**src/rtl/hamming_stream_decoder_if.sv**
```systemverilog
// Codeword-in / message-out stream bundle for the (7,4) Hamming decoder, plus statistics.
// master drives codewords and output ready; slave is the decoder.
interface hamming_stream_decoder_if #(
   parameter int CNT_W = 16
);
   logic [6:0]       c_in;
   logic             in_valid;
   logic             in_ready;
   logic [3:0]       u_out;
   logic [2:0]       syn_out;
   logic             err_out;
   logic             out_valid;
   logic             out_ready;
   logic             stat_clr;
   logic [CNT_W-1:0] word_cnt;
   logic [CNT_W-1:0] corr_cnt;

   modport master (
      output c_in, in_valid, out_ready, stat_clr,
      input  in_ready, u_out, syn_out, err_out, out_valid, word_cnt, corr_cnt
   );

   modport slave (
      input  c_in, in_valid, out_ready, stat_clr,
      output in_ready, u_out, syn_out, err_out, out_valid, word_cnt, corr_cnt
   );
endinterface

```
**src/rtl/hamming_stream_decoder.sv**
```systemverilog
// Streaming (7,4) Hamming single-error corrector, 2-stage valid/ready pipeline (2 cycles, 1 word/cycle).
// Optional saturating word/correction counters when HAMMING_DEC_STATS_EN is defined.
module hamming_stream_decoder #(
   parameter int CNT_W = 16
) (
   input logic                 clk,
   input logic                 rst_n,
   hamming_stream_decoder_if.slave bus
);
   logic       s1_valid;
   logic [6:0] s1_c;
   logic [2:0] s1_syn;
   logic       s2_valid;
   logic [3:0] s2_u;
   logic [2:0] s2_syn;
   logic       s2_err;

   logic       s1_adv;
   logic       s2_adv;
   logic       out_fire;
   logic [2:0] in_syn;
   logic [6:0] flip;
   logic [6:0] fixed;

   function automatic logic [2:0] syndrome(input logic [6:0] c);
      return {c[3] ^ c[4] ^ c[5] ^ c[6],
              c[1] ^ c[2] ^ c[5] ^ c[6],
              c[0] ^ c[2] ^ c[4] ^ c[6]};
   endfunction

   // in_ready depends combinationally on out_ready so a full pipeline streams without bubbles.
   assign s2_adv       = !s2_valid || bus.out_ready;
   assign s1_adv       = !s1_valid || s2_adv;
   assign bus.in_ready = s1_adv;
   assign out_fire     = s2_valid && bus.out_ready;
   assign in_syn       = syndrome(bus.c_in);

   always_comb begin
      flip = '0;
      if (s1_syn != 3'd0) begin
         flip[s1_syn - 3'd1] = 1'b1;
      end
   end

   assign fixed = s1_c ^ flip;

   always_ff @(posedge clk or negedge rst_n) begin
      if (!rst_n) begin
         s1_valid <= 1'b0;
         s1_c     <= '0;
         s1_syn   <= '0;
      end else if (s1_adv) begin
         s1_valid <= bus.in_valid;
         if (bus.in_valid) begin
            s1_c   <= bus.c_in;
            s1_syn <= in_syn;
         end
      end
   end

   always_ff @(posedge clk or negedge rst_n) begin
      if (!rst_n) begin
         s2_valid <= 1'b0;
         s2_u     <= '0;
         s2_syn   <= '0;
         s2_err   <= 1'b0;
      end else if (s2_adv) begin
         s2_valid <= s1_valid;
         if (s1_valid) begin
            s2_u   <= {fixed[6], fixed[5], fixed[4], fixed[2]};
            s2_syn <= s1_syn;
            s2_err <= |s1_syn;
         end
      end
   end

   assign bus.out_valid = s2_valid;
   assign bus.u_out     = s2_u;
   assign bus.syn_out   = s2_syn;
   assign bus.err_out   = s2_err;

`ifdef HAMMING_DEC_STATS_EN
   logic [CNT_W-1:0] word_q;
   logic [CNT_W-1:0] corr_q;

   // Clear wins over a same-cycle increment; both counters stick at all-ones.
   always_ff @(posedge clk or negedge rst_n) begin
      if (!rst_n) begin
         word_q <= '0;
         corr_q <= '0;
      end else if (bus.stat_clr) begin
         word_q <= '0;
         corr_q <= '0;
      end else if (out_fire) begin
         if (word_q != '1) begin
            word_q <= word_q + 1'b1;
         end
         if (s2_err && (corr_q != '1)) begin
            corr_q <= corr_q + 1'b1;
         end
      end
   end

   assign bus.word_cnt = word_q;
   assign bus.corr_cnt = corr_q;
`else
   logic [CNT_W-1:0] cnt_zero;
   logic             unused_stats;

   assign cnt_zero     = '0;
   assign bus.word_cnt = cnt_zero;
   assign bus.corr_cnt = cnt_zero;
   assign unused_stats = bus.stat_clr ^ out_fire;
`endif
endmodule
```
**src/flat_wrapper.sv**
```systemverilog
// flat-port wrapper written by rule: the top's interface ports become plain ports
module hamming_stream_decoder_flat 
#(
   parameter int CNT_W = 16
)
  (clk, rst_n, bus_c_in, bus_in_valid, bus_out_ready, bus_stat_clr, bus_in_ready, bus_u_out, bus_syn_out, bus_err_out, bus_out_valid, bus_word_cnt, bus_corr_cnt);
  hamming_stream_decoder_if #(.CNT_W(CNT_W)) bus_i ();
  input logic clk;
  input logic rst_n;
  input wire logic [$bits(bus_i.c_in)-1:0] bus_c_in;
  input wire logic [$bits(bus_i.in_valid)-1:0] bus_in_valid;
  input wire logic [$bits(bus_i.out_ready)-1:0] bus_out_ready;
  input wire logic [$bits(bus_i.stat_clr)-1:0] bus_stat_clr;
  output wire logic [$bits(bus_i.in_ready)-1:0] bus_in_ready;
  output wire logic [$bits(bus_i.u_out)-1:0] bus_u_out;
  output wire logic [$bits(bus_i.syn_out)-1:0] bus_syn_out;
  output wire logic [$bits(bus_i.err_out)-1:0] bus_err_out;
  output wire logic [$bits(bus_i.out_valid)-1:0] bus_out_valid;
  output wire logic [$bits(bus_i.word_cnt)-1:0] bus_word_cnt;
  output wire logic [$bits(bus_i.corr_cnt)-1:0] bus_corr_cnt;
  assign bus_i.c_in = bus_c_in;
  assign bus_i.in_valid = bus_in_valid;
  assign bus_i.out_ready = bus_out_ready;
  assign bus_i.stat_clr = bus_stat_clr;
  assign bus_in_ready = bus_i.in_ready;
  assign bus_u_out = bus_i.u_out;
  assign bus_syn_out = bus_i.syn_out;
  assign bus_err_out = bus_i.err_out;
  assign bus_out_valid = bus_i.out_valid;
  assign bus_word_cnt = bus_i.word_cnt;
  assign bus_corr_cnt = bus_i.corr_cnt;
  hamming_stream_decoder #(.CNT_W(CNT_W)) u_core (.clk(clk), .rst_n(rst_n), .bus(bus_i));
endmodule
```
**config.mk**
```make
export PLATFORM = sky130hd
export DESIGN_NAME = hamming_stream_decoder_flat
export DESIGN_NICKNAME = d
export VERILOG_FILES = /design/src/rtl/hamming_stream_decoder_if.sv /design/src/rtl/hamming_stream_decoder.sv /design/src/flat_wrapper.sv
export SDC_FILE = /design/constraint.sdc
export NUM_CORES = 1
export LEC_CHECK = 0
export CORE_AREA = 2 2 58 60
export DETAILED_ROUTE_END_ITERATION = 7
export DIE_AREA = 0 0 60 62
export PLACE_DENSITY = 0.71
export SETUP_SLACK_MARGIN = 0.5
export SYNTH_ARGS = -nofsm -noshare
export SYNTH_HDL_FRONTEND = slang
export SYNTH_SLANG_ARGS = --single-unit
export TNS_END_PERCENT = 5
```
**constraint.sdc**
```tcl
create_clock -name clk -period 2.4 [get_ports clk]
set_input_delay 0.72 -clock clk [delete_from_list [all_inputs] [get_ports clk]]
set_output_delay 0.72 -clock clk [all_outputs]
set_load 0.01 [all_outputs]
```
# After elaboration in Yosys (flattened, before gate mapping)
# Cells that the tools add are included.
[totals]
ff_bits = 20
word_cells = 32
output_inout_bits = 42
[classes]
mux = 3
reduce_logical = 9
add_sub_neg = 1
order_cmp = 2
bitwise_logic = 10
[op_table]
columns = ["cell", "count"]
rows = [
  ["1-bit bitwise XOR", 9],
  ["7-bit 2-to-1 mux", 1],
  ["7-bit bitwise XOR", 1],
  ["3-bit by 4-bit < comparator with 1-bit output (second input constant)", 1],
  ["2-bit AND reduction", 2],
  ["1-bit demux with 3-bit select", 1],
  ["3-bit by 1-bit >= comparator with 1-bit output (second input constant)", 1],
  ["3-bit nonzero test", 1],
  ["3-bit OR reduction", 1],
  ["3-bit by 1-bit subtractor with 3-bit output (second input constant)", 1],
  ["1-bit zero test", 2],
  ["1-bit logical OR", 2],
  ["1-bit logical AND", 1],
  ["1-bit 2-to-1 mux", 1],
]

# Logic depth before layout (Yosys ltp)
[logic_depth]
word_depth = 7
depth_mapped = 6

# Least setup slack after synthesis
# OpenSTA, ideal clock, no wires.
[synth_timing]
kind = "input to register"
startpoint = "input port bus_out_ready"
endpoint = "register u_core.s1_c[2]"
arrival_ps = 1561
path_slack_ps = 714
stages = 3
setup_ps = 125
path_buffers = 0
path_cell_list = "nand3b_1 nand2_1 mux2_2"
[synth_between]
elab_chain_len = 3
[synth_rtl]
columns = ["item", "line_no", "text"]
rows = [
  ["from (decl)", "flat_wrapper.sv:12", "input wire logic [$bits(bus_i.out_ready)-1:0] bus_out_ready;"],
  ["1-bit logical OR", "hamming_stream_decoder.sv:32", "assign s2_adv = !s2_valid || bus.out_ready;"],
  ["1-bit logical OR", "hamming_stream_decoder.sv:33", "assign s1_adv = !s1_valid || s2_adv;"],
  ["2-bit AND reduction (no line)", "n/a", ""],
  ["to (signal assigned)", "hamming_stream_decoder.sv:55", "s1_c <= bus.c_in;"],
  ["to (decl)", "hamming_stream_decoder.sv:11", "logic [6:0] s1_c;"],
]
# Every way passes these cells.
# A chain may end at the register's enable or synchronous reset.

# Worst setup path in the final report
[layout_timing]
startpoint = "register u_core.s2_valid (netlist: u_core.bus.out_valid)"
endpoint = "output port bus_out_valid"
[layout_lines]
columns = ["item", "line_no", "text"]
rows = [
  ["from (decl)", "hamming_stream_decoder.sv:13", "logic s2_valid;"],
  ["from (signal assigned)", "hamming_stream_decoder.sv:68", "s2_valid <= s1_valid;"],
  ["to (decl)", "flat_wrapper.sv:18", "output wire logic [$bits(bus_i.out_valid)-1:0] bus_out_valid;"],
]
# No word-level cell between the ends.

==> summary.md <==
| Metric | Value |
|---|---|
| Run status | `complete, no violations` |
| Total GRT Usage | `8.75%` |
| Vias in the first global route | `539` |
| CTS tree | `yes` |
| P&R area growth vs syn | `17.0%` |
| Iter 0 DRT Violations | `1` |
| Layout Nets | `147` |
| Worst Setup Start Kind | `flop` |
| Placer congestion estimate | `0.807` |
| Final Skew | `0.000346 ns` |
| Placed insts | `173` |
| Core box area | `3180 um2` |
| Yosys warning count | `0` |
| CTS sink count | `17` |
| Crit share post-route | `79.5%` |
| Register area share after synthesis | `40.4%` |
| Synth Cell Area | `1050 um2` |
| Final WS setup | `0.491 ns` |
| Buffers & Inverters on Critical Path | `1` |
| Share of post-route cells with drive strength above 1 | `12.1%` |
| DRT Pass-1 Iters | `4` |
| First-pass GRT wire length | `2380 um` |
| H-tree Lvls | `1` |
| Wire length after detailed routing | `1500 um` |
| Final total power | `0.878 mW` |
| Crit path kind | `flop to primary output` |
| Initial Util | `33.1%` |
| Commonest cells after routing, fill and taps aside | `conb_1, clkdlybuf4s50_1, dfrtp_1` |
| Critical path origin | `u_core.bus.out_valid$_DFFE_PN0P_` |
| Via-per-instance ratio | `3.63` |
| DR vias | `647` |
| Critical Path End | `bus_out_valid` |
| Static Leak | `0.570 nW` |
| Flop2flop setup slack | `0.88 ns` |
| Die area | `3720 um2` |
| Top Family by Delay on Critical Path | `buffers and inverters` |
| Cts bufs inserted | `3` |
| Type of the tightest min-delay check | `flop to flop` |
| Unique masters post-synth | `22` |
| Cells after Synth | `106` |
| Place WS | `-0.168 ns` |
| Die Height | `62 um` |
| Antenna diode count | `0` |
| CTS Hold Bufs | `0` |
| Wirelength per Cell | `8.43 um` |
| Slew Viols, Final | `0` |
| Endpoints failing setup | `0` |
| Clk_lat worst skew | `0.28 ns` |
| Avg Inst Size Synth | `9.94 um2` |
| Peak VDD IR | `239 uV` |
| Pwr/cell area | `713 nW/um2` |
| Critical Path, Cell by Cell | `clkdlybuf4s50_1` |
| Number of I/O port buffers | `20` |
| CP max stage delay | `0.54 ns` |
| Final hold viol count | `0` |
| Die W | `60 um` |
| Grt total ovfl | `0` |
| WP depth | `1` |
| Fmax | `524 MHz` |
| RSZ-0062 raised after global routing | `true` |
| Pin count of the biggest net entering global routing | `18` |
| Post-route ant nets | `0` |
| # IOs | `54` |
| Longest Clk Path Bufs | `2` |
| # rows | `21` |
| Worst Reg2Reg Path Length in Cells | `6` |
| R2R Path End | `u_core.bus.u_out[1]$_DFFE_PN0P_` |
| Non-filler instance count after layout | `178` |
| Register bit total from synthesis | `17` |
| Clock root buffer | `clkbuf_4` |
| Max Cap Viol | `0` |
| CP arrival | `1.19 ns` |
| Initial antenna violation count | `0` |
| CTS clock-pin slew for the worst setup and hold paths | `0.09 ns` |
| CP Max Fanout | `3` |
| Detailed placer's ending HPWL | `1230 um` |
| Endpoint class of the critical path | `primary output` |
| Slowest-stage cell, CP | `clkdlybuf4s50_1` |
| Reg2reg start | `u_core.s1_syn[0]$_DFFE_PN0P_` |
| Drt drc | `0` |
| Final Critical Period | `1.91 ns` |
| CP Data Required Time | `1.68 ns` |
| Commonest non-fill, non-tap cell in the layout | `conb_1` |
-- repair_timing --
action,CTS,global route
pin swaps,0,0
setup endpoints to repair,14,9
buffers inserted,1,0
gates resized for setup,7,1
-- routing by layer --
| metal | part of all wire [%] | track usage (%) | up-vias | routed length [um] |
|---|---|---|---|---|
| met5 | 0 | 0 | - | 0 |
| met4 | 0.60 | 5.71 | 0 | 9 |
| met3 | 7.7 | 1.86 | 2 | 116 |
| met2 | 47 | 13.5 | 35 | 706 |
| met1 | 45 | 11.1 | 280 | 668 |
| li1 | - | - | 330 | - |
-- power breakdown --
| part | total [mW] | internal [mW] | switching, mW |
|---|---|---|---|
| logic | 0.338 | 0.177 | 0.161 |
| registers | 0.393 | 0.352 | 0.0410 |
| clock network | 0.148 | 0.0645 | 0.0832 |
| total | 0.878 | 0.593 | 0.285 |
-- cell type report --
class                   instances  area (um2)
repair buffers                 24         223
clock buffers                   4        26.3
multi-input cells              85         493
fillers                       323        1950
well taps                      46        57.6
flip-flops and latches         17         425
inverters                       2        7.51
-- cell usage after synthesis --
cell type | number | area [um2]
a21oi_1 | 2 | 10.0
buf_4 | 32 | 240
clkbuf_1 | 1 | 3.75
conb_1 | 1 | 3.75
dfrtp_1 | 17 | 425
ha_1 | 2 | 25.0
inv_1 | 1 | 3.75
inv_2 | 1 | 3.75
mux2_2 | 5 | 56.3
nand2_1 | 10 | 37.5
nand2b_1 | 3 | 18.8
nand3b_1 | 1 | 7.51
nor2_1 | 2 | 7.51
nor2b_1 | 2 | 12.5
nor3b_1 | 1 | 7.51
nor4_1 | 1 | 6.26
nor4b_2 | 1 | 15.0
o211ai_1 | 2 | 15.0
o21ai_0 | 3 | 15.0
o21ai_1 | 5 | 25.0
xnor2_1 | 9 | 78.8
xor2_1 | 4 | 35.0
-- worst min-delay path by stage --
| stage | startpoint | depth (start not counted) | to |
|---|---|---|---|
| final | u_core.bus.u_out[0]$_DFFE_PN0P_ | 2 | u_core.bus.u_out[0]$_DFFE_PN0P_ |
| after detailed placement | u_core.bus.err_out$_DFFE_PN0P_ | 2 | u_core.bus.err_out$_DFFE_PN0P_ |
| after global placement | u_core.bus.err_out$_DFFE_PN0P_ | 2 | u_core.bus.err_out$_DFFE_PN0P_ |
| after global routing | u_core.bus.u_out[3]$_DFFE_PN0P_ | 2 | u_core.bus.u_out[3]$_DFFE_PN0P_ |
| after CTS | u_core.bus.err_out$_DFFE_PN0P_ | 2 | u_core.bus.err_out$_DFFE_PN0P_ |
| after floorplan | rst_n | 0 | u_core.bus.err_out$_DFFE_PN0P_ |
-- stage by stage --
stage	hold slack (ns)	setup TNS, ns	instance area [um2]	util [%]
detailed placement	0.478	-0.168	1210	37.9
global placement	0.470	-0.170	1210	37.9
floorplan	0.424	0	1170	-
global route	0.537	0	1230	38.8
finish	0.498	0	1230	38.8
CTS	0.500	0	1230	38.7
-- registers in the layout (all words and copies together) (netlist names) --
signal,cells
u_core.bus.u_out,4
u_core.s1_syn,3
u_core.s1_c,4
u_core.bus.err_out,1
u_core.bus.out_valid,1
u_core.s1_valid,1
u_core.bus.syn_out,3
-- logic make-up after synthesis --
| kind of cell | synth area share [%] |
|---|---|
| flip-flops | 40.4 |
| AND/OR/NAND/NOR | 10.7 |
| multiplexers | 5.34 |
| adder cells (fa/ha/maj) | 2.37 |
| other | 0.356 |
| XOR/XNOR | 10.8 |
| buffers and inverters | 23.9 |
| AO/OA/AOI/OAI | 6.17 |
Power figures use the tool's default switching activity.
